===== src/rtl/mc_ctrl_pkg.sv =====
// Shared types and constants for the multi-cycle MIPS controller:
// FSM states, opcode/funct values, instruction classes and ALU operand/op codes.
package mc_ctrl_pkg;

    // Nine states need four bits.
    typedef enum logic [3:0] {
        ST_INIT,
        ST_IF,
        ST_IW,
        ST_ID,
        ST_EX,
        ST_LD,
        ST_ST,
        ST_RDW,
        ST_WB
    } state_t;

    localparam logic [5:0] OP_SPECIAL = 6'b000000;
    localparam logic [5:0] OP_BNE     = 6'b000101;
    localparam logic [5:0] OP_ADDIU   = 6'b001001;
    localparam logic [5:0] OP_LW      = 6'b100011;
    localparam logic [5:0] OP_SW      = 6'b101011;
    localparam logic [5:0] FN_SLL     = 6'b000000;

    typedef enum logic [2:0] {
        CLS_NONE,
        CLS_ADDIU,
        CLS_LW,
        CLS_SW,
        CLS_BNE,
        CLS_SLL
    } inst_class_t;

    localparam logic [1:0] SRCB_RT      = 2'b00;
    localparam logic [1:0] SRCB_FOUR    = 2'b01;
    localparam logic [1:0] SRCB_IMM     = 2'b10;
    localparam logic [1:0] SRCB_IMM_SH2 = 2'b11;

    localparam logic [2:0] ALUOP_ADD = 3'b000;
    localparam logic [2:0] ALUOP_SUB = 3'b001;
    localparam logic [2:0] ALUOP_SLL = 3'b010;

endpackage


===== src/rtl/mc_ctrl_decode.sv =====
// Combinational instruction decode: opcode/funct -> instruction class and a known flag.
module mc_ctrl_decode
    import mc_ctrl_pkg::*;
#(
    parameter int OPC_W = 6
) (
    input  logic [OPC_W-1:0] i_opcode,
    input  logic [OPC_W-1:0] i_funct,
    output inst_class_t      o_class,
    output logic             o_known
);

    always_comb begin
        // NOTE: default assignment first so every path drives o_class; no latch is inferred.
        o_class = CLS_NONE;
        case (i_opcode)
            OP_ADDIU:   o_class = CLS_ADDIU;
            OP_LW:      o_class = CLS_LW;
            OP_SW:      o_class = CLS_SW;
            OP_BNE:     o_class = CLS_BNE;
            OP_SPECIAL: if (i_funct == FN_SLL) o_class = CLS_SLL;
            default:    o_class = CLS_NONE;
        endcase
    end

    assign o_known = (o_class != CLS_NONE);

endmodule


===== src/rtl/multi_cycle_ctrl.sv =====
// Multi-cycle MIPS control FSM sequencing fetch, decode, execute, memory and write-back.
// Defining MC_PERF_CNT_EN adds the cycle_cnt / inst_cnt performance counters.
module multi_cycle_ctrl
    import mc_ctrl_pkg::*;
#(
    parameter int OPC_W = 6
`ifdef MC_PERF_CNT_EN
    ,
    parameter int CNT_W = 32
`endif
) (
    input  logic             clk,
    input  logic             rst,
    input  logic [OPC_W-1:0] opcode,
    input  logic [OPC_W-1:0] funct,
    input  logic             zero,
    input  logic             Inst_Req_Ready,
    input  logic             Inst_Valid,
    input  logic             Mem_Req_Ready,
    input  logic             Read_data_Valid,
    output logic             Inst_Req_Valid,
    output logic             Inst_Ready,
    output logic             IRWrite,
    output logic             PCWrite,
    output logic             PCSource,
    output logic             ALUSrcA,
    output logic [1:0]       ALUSrcB,
    output logic [2:0]       ALUOp,
    output logic             MemRead,
    output logic             MemWrite,
    output logic             Read_data_Ready,
    output logic             RegWrite,
    output logic             MemtoReg,
    output logic             RegDst,
    output logic             illegal
`ifdef MC_PERF_CNT_EN
    ,
    output logic [CNT_W-1:0] cycle_cnt,
    output logic [CNT_W-1:0] inst_cnt
`endif
);

    state_t      r_state;
    state_t      w_state_nxt;
    inst_class_t w_class;
    logic        w_known;
    logic        w_ex_src_a;
    logic [1:0]  w_ex_src_b;
    logic [2:0]  w_ex_alu_op;

    logic        r_inst_req_valid;
    logic        r_inst_ready;
    logic        r_pc_write;
    logic        r_bne_ex;
    logic        r_alu_src_a;
    logic [1:0]  r_alu_src_b;
    logic [2:0]  r_alu_op;
    logic        r_mem_read;
    logic        r_mem_write;
    logic        r_rd_ready;
    logic        r_reg_write;
    logic        r_mem_to_reg;
    logic        r_reg_dst;
    logic        r_illegal;

    mc_ctrl_decode #(.OPC_W(OPC_W)) u_decode (
        .i_opcode (opcode),
        .i_funct  (funct),
        .o_class  (w_class),
        .o_known  (w_known)
    );

    always_comb begin
        w_state_nxt = r_state;
        case (r_state)
            ST_INIT: w_state_nxt = ST_IF;
            ST_IF:   if (Inst_Req_Ready) w_state_nxt = ST_IW;
            ST_IW:   if (Inst_Valid) w_state_nxt = ST_ID;
            ST_ID:   w_state_nxt = w_known ? ST_EX : ST_IF;
            ST_EX: begin
                case (w_class)
                    CLS_LW:  w_state_nxt = ST_LD;
                    CLS_SW:  w_state_nxt = ST_ST;
                    CLS_BNE: w_state_nxt = ST_IF;
                    default: w_state_nxt = ST_WB;
                endcase
            end
            ST_LD:   if (Mem_Req_Ready) w_state_nxt = ST_RDW;
            ST_RDW:  if (Read_data_Valid) w_state_nxt = ST_WB;
            ST_ST:   if (Mem_Req_Ready) w_state_nxt = ST_IF;
            ST_WB:   w_state_nxt = ST_IF;
            default: w_state_nxt = ST_INIT;
        endcase
    end

    // Execute-stage ALU operands: address/immediate add unless compare or shift.
    always_comb begin
        w_ex_src_a  = 1'b1;
        w_ex_src_b  = SRCB_IMM;
        w_ex_alu_op = ALUOP_ADD;
        case (w_class)
            CLS_BNE: begin
                w_ex_src_b  = SRCB_RT;
                w_ex_alu_op = ALUOP_SUB;
            end
            CLS_SLL: begin
                w_ex_src_b  = SRCB_RT;
                w_ex_alu_op = ALUOP_SLL;
            end
            default: ;
        endcase
    end

    // NOTE: outputs are registered from the next state with non-blocking assignments,
    // so the async reset clears every enable immediately and none can pulse after rst falls.
    always_ff @(posedge clk or negedge rst) begin
        if (!rst) begin
            r_state          <= ST_INIT;
            r_inst_req_valid <= 1'b0;
            r_inst_ready     <= 1'b0;
            r_pc_write       <= 1'b0;
            r_bne_ex         <= 1'b0;
            r_alu_src_a      <= 1'b0;
            r_alu_src_b      <= SRCB_RT;
            r_alu_op         <= ALUOP_ADD;
            r_mem_read       <= 1'b0;
            r_mem_write      <= 1'b0;
            r_rd_ready       <= 1'b0;
            r_reg_write      <= 1'b0;
            r_mem_to_reg     <= 1'b0;
            r_reg_dst        <= 1'b0;
            r_illegal        <= 1'b0;
        end else begin
            r_state          <= w_state_nxt;
            r_inst_req_valid <= (w_state_nxt == ST_IF);
            r_inst_ready     <= (w_state_nxt == ST_IW);
            r_pc_write       <= (w_state_nxt == ST_ID);
            r_bne_ex         <= (w_state_nxt == ST_EX) && (w_class == CLS_BNE);
            r_mem_read       <= (w_state_nxt == ST_LD);
            r_mem_write      <= (w_state_nxt == ST_ST);
            r_rd_ready       <= (w_state_nxt == ST_RDW);
            r_reg_write      <= (w_state_nxt == ST_WB);
            r_reg_dst        <= (w_state_nxt == ST_WB) && (w_class == CLS_SLL);
            r_mem_to_reg     <= (w_state_nxt == ST_WB) && (w_class == CLS_LW);

            r_alu_src_a <= 1'b0;
            r_alu_src_b <= SRCB_RT;
            r_alu_op    <= ALUOP_ADD;
            if (w_state_nxt == ST_ID) begin
                r_alu_src_b <= SRCB_FOUR;
            end else if (w_state_nxt == ST_EX) begin
                r_alu_src_a <= w_ex_src_a;
                r_alu_src_b <= w_ex_src_b;
                r_alu_op    <= w_ex_alu_op;
            end

            if ((r_state == ST_ID) && !w_known) r_illegal <= 1'b1;
        end
    end

`ifdef MC_PERF_CNT_EN
    logic [CNT_W-1:0] r_cycle_cnt;
    logic [CNT_W-1:0] r_inst_cnt;

    always_ff @(posedge clk or negedge rst) begin
        if (!rst) begin
            r_cycle_cnt <= '0;
            r_inst_cnt  <= '0;
        end else begin
            if (r_state != ST_INIT) r_cycle_cnt <= r_cycle_cnt + CNT_W'(1);
            if ((w_state_nxt == ST_ID) && (r_state != ST_ID)) r_inst_cnt <= r_inst_cnt + CNT_W'(1);
        end
    end

    assign cycle_cnt = r_cycle_cnt;
    assign inst_cnt  = r_inst_cnt;
`endif

    assign Inst_Req_Valid  = r_inst_req_valid;
    assign Inst_Ready      = r_inst_ready;
    assign IRWrite         = r_inst_ready & Inst_Valid;
    assign PCWrite         = r_pc_write | (r_bne_ex & ~zero);
    assign PCSource        = r_bne_ex;
    assign ALUSrcA         = r_alu_src_a;
    assign ALUSrcB         = r_alu_src_b;
    assign ALUOp           = r_alu_op;
    assign MemRead         = r_mem_read;
    assign MemWrite        = r_mem_write;
    assign Read_data_Ready = r_rd_ready;
    assign RegWrite        = r_reg_write;
    assign MemtoReg        = r_mem_to_reg;
    assign RegDst          = r_reg_dst;
    assign illegal         = r_illegal;

endmodule

===== config.mk =====
export PLATFORM = sky130hd
export DESIGN_NAME = multi_cycle_ctrl
export DESIGN_NICKNAME = d
export VERILOG_FILES = /design/src/rtl/mc_ctrl_pkg.sv /design/src/rtl/mc_ctrl_decode.sv /design/src/rtl/multi_cycle_ctrl.sv
export SDC_FILE = /design/constraint.sdc
export NUM_CORES = 1
export LEC_CHECK = 0
export CORE_ASPECT_RATIO = 0.8
export CORE_MARGIN = 2
export CORE_UTILIZATION = 42
export DETAILED_ROUTE_END_ITERATION = 10
export HOLD_SLACK_MARGIN = 0.15
export PLACE_DENSITY = 0.89
export SLEW_MARGIN = 0
export SYNTH_ARGS = -nofsm -noshare
export SYNTH_HDL_FRONTEND = slang
export SYNTH_SLANG_ARGS = --single-unit

===== constraint.sdc =====
create_clock -name clk -period 1.8 [get_ports clk]
set_input_delay 0.54 -clock clk [delete_from_list [all_inputs] [get_ports clk]]
set_output_delay 0.54 -clock clk [all_outputs]
set_load 0.01 [all_outputs]

Word level (Yosys, flattened, before mapping). Index checks and enable logic that the tools add are counted.

Logic and storage cells: 72. Memories: 0. ROM bits: 0. Output and inout bits: 18. Bits in registers: 21. Bits in latches: 0. Memory bits (writable): 0. Bits of input ports: 19.

Eq/ne operators: 24. Shift operators: 0. Reductions and logical operators: 11. Bitwise gates (word level): 4. Add/sub/neg operators: 0. Muxes and demuxes: 18. Order comparisons: 0. Divide/modulo/power cells: 0. Multiply operators: 0.

Operator list (count): == test 4 x 3 -> 1 bit (second input constant) (8); case mux 4 bit (8 select lines) (1); two-way mux 4 bit (5); == test 4 x 2 -> 1 bit (second input constant) (4); case mux 3 bit (5 select lines) (1); == test 6 bit (second input constant) (2); logical NOT 6 bit (2); two-way mux 3 bit (4); case mux 4 bit (3 select lines) (1); == test 4 x 1 -> 1 bit (second input constant) (2); == test 4 bit (second input constant) (2); == test 3 x 2 -> 1 bit (second input constant) (2); == test 3 bit (second input constant) (2); == test 6 x 3 -> 1 bit (second input constant) (1); == test 6 x 4 -> 1 bit (second input constant) (1); two-way mux 2 bit (3); logical AND 1 bit (4); logical NOT 4 bit (1); case mux 2 bit (2 select lines) (1); OR reduction 2 bit (2); nonzero test 3 bit (1); bitwise AND 1 bit (2); two-way mux 1 bit (2); logical NOT 1 bit (1); 2 further kinds (2).

Longest topological paths before layout. Gate-level depths: netlist of the first run.

Word-level depth: 9. Mapped depth: 7. Mapped depth without buffers: 5.

Cells and area by module. From an unflattened synthesis of the first run, not the netlist that was laid out.

Cells, all modules: 98. Area total of the unflattened synthesis: 998.5 µm².

By module, submodules not included: multi_cycle_ctrl (instances 1, cells each 84, sequential area each 475.5 µm², area an instance 903.4 µm²); mc_ctrl_decode (instances 1, cells each 14, sequential area each 0.0 µm², area an instance 95.1 µm²).

Least setup slack after synthesis of the first run. No wires, ideal clock.

Path kind: input to register. Start: in funct[3]. End: reg r_inst_ready (netlist: Inst_Ready). Cell stages on the path: 5. Path buffers: 0. Data arrival time: 1.528 ns. Setup slack: 0.206 ns. Library setup time: 0.067 ns. Required time: 1.733 ns. Path through: nor4_1 -> nand4_1 -> nand4b_1 -> nor4b_4 -> and3_1.

Longest elaborated chain between the ends: 7. Elaborated cells between the ends (all ways): 11. Those cells by class: 4 x eq/ne; 5 x mux; 2 x reduce/logical.

RTL lines: from (decl) (RTL line multi_cycle_ctrl.sv:15) `input logic [OPC_W-1:0] funct,`; logical NOT 6 bit (*) (RTL line mc_ctrl_decode.sv:21) `OP_SPECIAL: if (i_funct == FN_SLL) o_class = CLS_SLL;`; two-way mux 3 bit (*) (RTL line mc_ctrl_decode.sv:21); case mux 3 bit (5 select lines) (*) (RTL line mc_ctrl_decode.sv:16) `case (i_opcode)`; == test 3 bit (tied with other cells) (RTL line multi_cycle_ctrl.sv:81) `case (w_class)`; case mux 4 bit (3 select lines) or two-way mux 3 bit (tied branches) (RTL line multi_cycle_ctrl.sv:81, multi_cycle_ctrl.sv:79); case mux 4 bit (8 select lines) (*) (RTL line multi_cycle_ctrl.sv:75) `case (r_state)`; == test 4 x 2 -> 1 bit (*) (RTL line multi_cycle_ctrl.sv:136) `r_inst_ready <= (w_state_nxt == ST_IW);`; to (signal assigned) (RTL line multi_cycle_ctrl.sv:136); to (decl) (RTL line multi_cycle_ctrl.sv:52) `logic r_inst_ready;`.

Mark *: on every way between the ends. The rest lies on a longest branch, timed or not. A chain may end at the register's enable or synchronous reset.

Worst setup path after layout of the first run.
Start: in opcode[5]. End: reg r_illegal (netlist: illegal).

Longest elaborated chain between the ends: 5. Elaborated cells between the ends (all ways): 9. Those cells by class: 4 x eq/ne; 1 x mux; 4 x reduce/logical.

RTL lines: from (decl) (RTL line multi_cycle_ctrl.sv:14) `input logic [OPC_W-1:0] opcode,`; == test 6 x 3 -> 1 bit (tied with other cells) (RTL line mc_ctrl_decode.sv:16); case mux 3 bit (5 select lines) (*) (RTL line mc_ctrl_decode.sv:16); nonzero test 3 bit (*) (RTL line mc_ctrl_decode.sv:26) `assign o_known = (o_class != CLS_NONE);`; logical NOT 1 bit (*) (RTL line multi_cycle_ctrl.sv:157) `if ((r_state == ST_ID) && !w_known) r_illegal <= 1'b1;`; logical AND 1 bit (*) (RTL line multi_cycle_ctrl.sv:157); to (signal assigned) (RTL line multi_cycle_ctrl.sv:132) `r_illegal <= 1'b0;`; to (signal assigned) (RTL line multi_cycle_ctrl.sv:157); to (decl) (RTL line multi_cycle_ctrl.sv:64) `logic r_illegal;`.

Marked as above.

==> results of run 1 <==
[worst reg2reg max path: cells and delay by family, from the launching register on]
kind	cells	cell delay, ns
and+or+nand+nor	4	0.69
DFF	1	0.49
buffers and inverters	3	0.42
[cells by family (layout without fill, tap and decap cells)]
kind of cell / Yosys count / in the layout / share of synthesized area [%]
AOI/OAI and AO/OA: 14 / 14 / 13.46
buffers and inverters: 7 / 57 / 3.921
and+or+nand+nor: 49 / 49 / 31.63
other: 1 / 1 / 0.3918
DFF: 19 / 19 / 49.67
xor gates and xnor gates: 1 / 1 / 0.9152
[power breakdown]
| group | total, uW | internal (uW) | switching, uW |
|---|---|---|---|
| combinational | 591 | 311 | 280 |
| clock | 208 | 82.8 | 126 |
| sequential | 593 | 491 | 102 |
| total | 1390 | 885 | 507 |
[cell usage after synthesis (2+ instances only)]
cell type / n
dfrtp_1: 19
nor2_1: 11
nand2_1: 7
a21oi_1: 4
nand3_1: 4
nor2b_1: 4
and3_1: 3
buf_2: 3
nor4_1: 3
a31oi_1: 2
buf_4: 2
inv_1: 2
nand4_1: 2
nor3_1: 2
nor3b_1: 2
[how the worst min path moves through the flow]
stage                        start                   to  slack, ns
2_1_floorplan                  rst   ALUOp[0]$_DFF_PN0_       0.24
3_3_place_gp   illegal$_DFFE_PN0P_  illegal$_DFFE_PN0P_       0.45
3_5_place_dp   illegal$_DFFE_PN0P_  illegal$_DFFE_PN0P_       0.47
4_1_cts        illegal$_DFFE_PN0P_  illegal$_DFFE_PN0P_       0.50
5_1_grt        illegal$_DFFE_PN0P_  illegal$_DFFE_PN0P_       0.54
6_report       illegal$_DFFE_PN0P_  illegal$_DFFE_PN0P_       0.50
[flip-flops by register name (all words and copies together) (netlist names)]
signal and flops:
MemWrite 1, MemRead 1, Read_data_Ready 1, r_state 4, RegWrite 1, MemtoReg 1, RegDst 1, PCSource 1
ALUSrcA 1, illegal 1, Inst_Req_Valid 1, ALUSrcB 2, ALUOp 2, Inst_Ready 1
[per-stage QoR]
| step | hold WS [ns] | setup WS, ns | area, um2 | total power, uW | util [%] |
|---|---|---|---|---|---|
| floorplan | 0.2444 | 0.2055 | 957.2 | 904.7 | - |
| global placement | 0.4504 | -0.4171 | 1399 | 1103 | 64.81 |
| detailed placement | 0.4725 | -0.4560 | 1399 | 1127 | 64.81 |
| CTS | 0.4962 | 0.01354 | 1461 | 1369 | 67.71 |
| global route | 0.5401 | 0.008193 | 1514 | 1471 | 70.14 |
| finish | 0.4950 | 0.04868 | 1514 | 1392 | 70.14 |
[per-layer routing]
layer,vias to the layer above,part of all wire [%]
li1,423,-
met1,431,41
met2,39,52
met3,0,6.9
met4,0,0
met5,-,0
[final cells by class]
cell class	instances	share of cell area (%)
clock buffer	3	1.488
clock inverter	1	0.3306
inverter	2	0.4959
multi-input combinational	65	33.06
sequential	19	31.57
tap	25	2.066
timing repair buffer	51	30.99
[what timing repair did]
action,4_1_cts,5_1_grt
pin swaps,8,6
gates resized for setup,19,14
hold buffers,0,0
endpoints found under the setup margin,6,8
buffers inserted,3,1
hold endpoints to repair,0,0
==> results.json, run 1 <==
{
  "outcome": "finished, final reports clean",
  "synthTopCellsByArea": "dfrtp_1 50%, nor2_1 4.3%, nand2_1 2.7%, o311ai_4 2.7%, nor2b_1 2.6%",
  "cp_top_family": "buffers and inverters",
  "io_pins": 37,
  "avgSynthCellArea_um2": 10.52,
  "reg2regPathDepth": 7,
  "cp.arrival_ns": 1.99,
  "grt_overflow": 0,
  "synth_largest_area_cell": "dfrtp_1",
  "synth_top_area_share_pct": 49.67,
  "dr.pass1.iters": 4,
  "synth_edf_count": 0,
  "setup_viol": 0,
  "skew_ns": 0.0008407,
  "p_leak_uw": 0.0007209,
  "fill_cells": 160,
  "power_density_nw_per_um2": 919.4,
  "finalCritPeriodShare_pct": 97.30,
  "crit_path_max_fanout": 5,
  "syn-cell-area_um2": 957.2,
  "dieHeight_um": 46.70,
  "syn_inst": 91,
  "use_met2_pct": 32.27,
  "critPathCaptureType": "register",
  "criticalPathCategory": "input port to register",
  "cp.required_ns": 2.04,
  "final_cell_mix": "19 x clkdlybuf4s50_1, 17 x dfrtp_1, 16 x buf_4",
  "worst_setup_path_start_kind": "input port",
  "place_congestion": 0.7901,
  "r2r-end": "illegal$_DFFE_PN0P_",
  "ir_worst_vdd_uv": 975.5,
  "grt_busiest_layer": "met2",
  "wire_per_inst_um": 14.88,
  "port_buffers": 35,
  "crit_end": "illegal$_DFFE_PN0P_",
  "reg2reg_setup_slack_ns": 0.14,
  "path_depth": 8,
  "postRouteAntennaNets": 0,
  "path_buf_inv": 4,
  "synth_nets": 110,
  "seq_area_um2": 478.0,
  "path_cells": "dlygate4sd2_1 > and3b_4 > o21ai_1 > nand4b_1 > buf_4 > buf_4 > buf_4 > nand2b_1",
  "grt_pass1_wl_mm": 3.760,
  "rsz0062_at_grt": "no",
  "worst_path_most_repeated_cell": "buf_4",
  "drive_gt1_share_pct": 27.66,
  "clk_pin_slew_ns": 0.10,
  "async_flop_share_pct": 100.0,
  "cts_buffer_depth": 2,
  "coreArea_um2": 2158,
  "grt_pass1_vias": 843,
  "dpl.hpwl_mm": 1.767,
  "worstSkewPairLatency_ns": 0.29,
  "cts_tree": "yes",
  "numCtsBuffers": 3,
  "slew_viol_final": 0,
  "final_common_cell": "clkdlybuf4s50_1",
  "synth-seq-area-share_pct": 49.67,
  "crit_slowest_cell": "dlygate4sd2_1",
  "fin_cells": 166,
  "rows": 15,
  "tns_ns": 0,
  "vias_per_cell": 5.380,
  "ys_warn_count": 0,
  "max_stage_delay_ns": 0.32,
  "grt_start_max_net_pins": 20,
  "grt_use_total_pct": 18.96,
  "whs_path_depth": 1,
  "synthFlopType": "dfrtp_1",
  "drc_errors": 0,
  "cts_sinks": 19,
  "hold_viol": 0,
  "netlist-cell-type-count": 36,
  "fmax_ghz": 0.5710,
  "layout.nets": 161,
  "cp-startpoint": "opcode[5]",
  "routed_wl_mm": 2.470,
  "hp-class": "register to register",
  "placed_cells": 158,
  "die_width_um": 57.38,
  "syn2layout_area_growth_pct": 58.17,
  "multi_input_area_um2": 500.5,
  "rr_startpoint": "r_state[2]$_DFF_PN0_",
  "ys_ff_latch": 19,
  "num_antenna_cells": 0,
  "initial_core_util_pct": 44.35,
  "antenna_found_initial": 0,
  "maxCapViolCount": 0,
  "fin_crit_ns": 1.751,
  "die-area_um2": 2679,
  "num_vias": 893,
  "grt_use_met1_pct": 23.24,
  "htreeDepth": 1,
  "groute.layer.met3.usage_pct": 6.180,
  "clock-root-buffer": "clkbuf_4",
  "first_iter_violations": 33
}
Power figures use the tool's default switching activity.
==> inputs of run 2 (changes only) <==
--- a/config.mk
+++ b/config.mk
@@ -5,6 +5,7 @@
 export SDC_FILE = /design/constraint.sdc
 export NUM_CORES = 1
 export LEC_CHECK = 0
+export CAP_MARGIN = 20
 export CORE_ASPECT_RATIO = 0.8
 export CORE_MARGIN = 2
 export CORE_UTILIZATION = 42
==> constraint.sdc (replaced) <==
create_clock -name clk -period 1.91 [get_ports clk]
set_input_delay 0.573 -clock clk [delete_from_list [all_inputs] [get_ports clk]]
set_output_delay 0.573 -clock clk [all_outputs]
set_load 0.01 [all_outputs]
==> results.json, run 2 (same netlist as run 1, synthesis figures left out) <==
{
  "grt_use_met1_pct": 20.87,
  "reg2regPathDepth": 6,
  "cts_tree": "yes",
  "whs_path_depth": 1,
  "worstHoldStart": "illegal$_DFFE_PN0P_",
  "criticalPathCategory": "input port to output pin",
  "coreArea_um2": 2158,
  "grt_overflow": 0,
  "hold_viol": 0,
  "worst_setup_path_start_kind": "input port",
  "crit_path_max_fanout": 2,
  "dpl.hpwl_mm": 1.679,
  "power_density_nw_per_um2": 861.5,
  "htreeDepth": 1,
  "place_congestion": 0.7659,
  "grt_use_total_pct": 17.78,
  "final_common_cell": "clkdlybuf4s50_1",
  "use_met2_pct": 32.95,
  "routed_wl_mm": 2.312,
  "worst_slack_ns": 0.01856,
  "cp.required_ns": 1.34,
  "die-area_um2": 2679,
  "setup_viol": 0,
  "grt_busiest_layer": "met2",
  "cts_buffer_depth": 2,
  "p_leak_uw": 0.0007084,
  "antenna_found_initial": 0,
  "syn2layout_area_growth_pct": 55.82,
  "maxCapViolCount": 0,
  "drc_errors": 0,
  "dieHeight_um": 46.70,
  "fill_cells": 149,
  "dr.pass1.iters": 4,
  "grt_start_max_net_pins": 20,
  "cp.arrival_ns": 1.32,
  "fin_util_pct": 69.10,
  "groute.layer.met3.usage_pct": 5.056,
  "rows": 15,
  "numCtsBuffers": 3,
  "hp-class": "register to register",
  "fin_crit_ns": 1.891,
  "num_vias": 881,
  "r2r-end": "MemWrite$_DFF_PN0_",
  "io_pins": 37,
  "rr_startpoint": "r_state[0]$_DFF_PN0_",
  "regMostFlops": "r_state",
  "drive_gt1_share_pct": 23.02,
  "reg2reg_setup_slack_ns": 0.25,
  "die_width_um": 57.38,
  "critPathCaptureType": "output pin",
  "num_antenna_cells": 0,
  "slew_viol_final": 0,
  "skew_ns": 0.008243,
  "clock-root-buffer": "clkbuf_4",
  "cts_sinks": 19,
  "finalCritPeriodShare_pct": 99.03,
  "wire_per_inst_um": 14.10,
  "largest_reg_flops": 4,
  "initial_core_util_pct": 44.35,
  "first_iter_violations": 11,
  "final_cell_mix": "23 x clkdlybuf4s50_1, 19 x dfrtp_1, 14 x buf_4",
  "vias_per_cell": 5.372,
  "grt_pass1_vias": 838,
  "holdWs_ns": 0.4772,
  "port_buffers": 35,
  "totalPowerFinal_uw": 1285,
  "layout.nets": 159,
  "postRouteAntennaNets": 0,
  "fmax_ghz": 0.5287,
  "place_worst_setup_slack_ns": -0.3822,
  "tns_ns": 0,
  "whs_endpoint": "illegal$_DFFE_PN0P_",
  "grt_pass1_wl_mm": 3.581,
  "outcome": "finished, final reports clean",
  "ir_worst_vdd_uv": 686.8,
  "worstSkewPairLatency_ns": 0.30,
  "clk_pin_slew_ns": 0.11
}
run 2: routing by layer:
metal	share of wire, %	vias up
li1	-	423
met1	42	426
met2	52	26
met3	4.1	6
met4	1.9	0
met5	0	-
run 2: what timing repair did:
action / CTS / global route
gates resized for setup: 12 / 12
endpoints found under the hold margin: 0 / 0
setup endpoints to repair: 5 / 4
pin swaps: 3 / 6
setup buffers: 0 / 2
hold buffers: 0 / 0
run 2: how the worst max path moves through the flow:
stage	to	startpoint
5_1_grt	Inst_Ready$_DFF_PN0_	funct[5]
6_report	IRWrite	Inst_Valid
4_1_cts	IRWrite	Inst_Valid
2_1_floorplan	Inst_Ready$_DFF_PN0_	funct[3]
3_3_place_gp	IRWrite	Inst_Valid
3_5_place_dp	IRWrite	Inst_Valid
run 2: area by class of cell:
| type | instances | area [um2] | area share [%] |
|---|---|---|---|
| inverter | 2 | 7.507 | 0.5034 |
| sequential | 19 | 475.5 | 31.88 |
| multi-input combinational | 65 | 490.5 | 32.89 |
| clock inverter | 1 | 5.005 | 0.3356 |
| timing repair buffer | 49 | 459.2 | 30.79 |
| clock buffer | 3 | 22.52 | 1.510 |
| tap | 25 | 31.28 | 2.097 |
run 2: where the power goes:
part / internal, uW / switching [uW] / total (uW)
combinational: 289 / 250 / 539
clock: 78.0 / 119 / 197
sequential: 458 / 90.1 / 548
total: 826 / 459 / 1280
run 2: critical path, cell delays in order:
cell and delay (ns):
clkdlybuf4s50_1 0.48, and2_1 0.14, buf_2 0.13
run 2: per-stage QoR:
stage,std cells,cell area (um2)
finish,164,1491
global route,164,1491
CTS,162,1415
detailed placement,158,1399
global placement,158,1399
floorplan,91,957.2
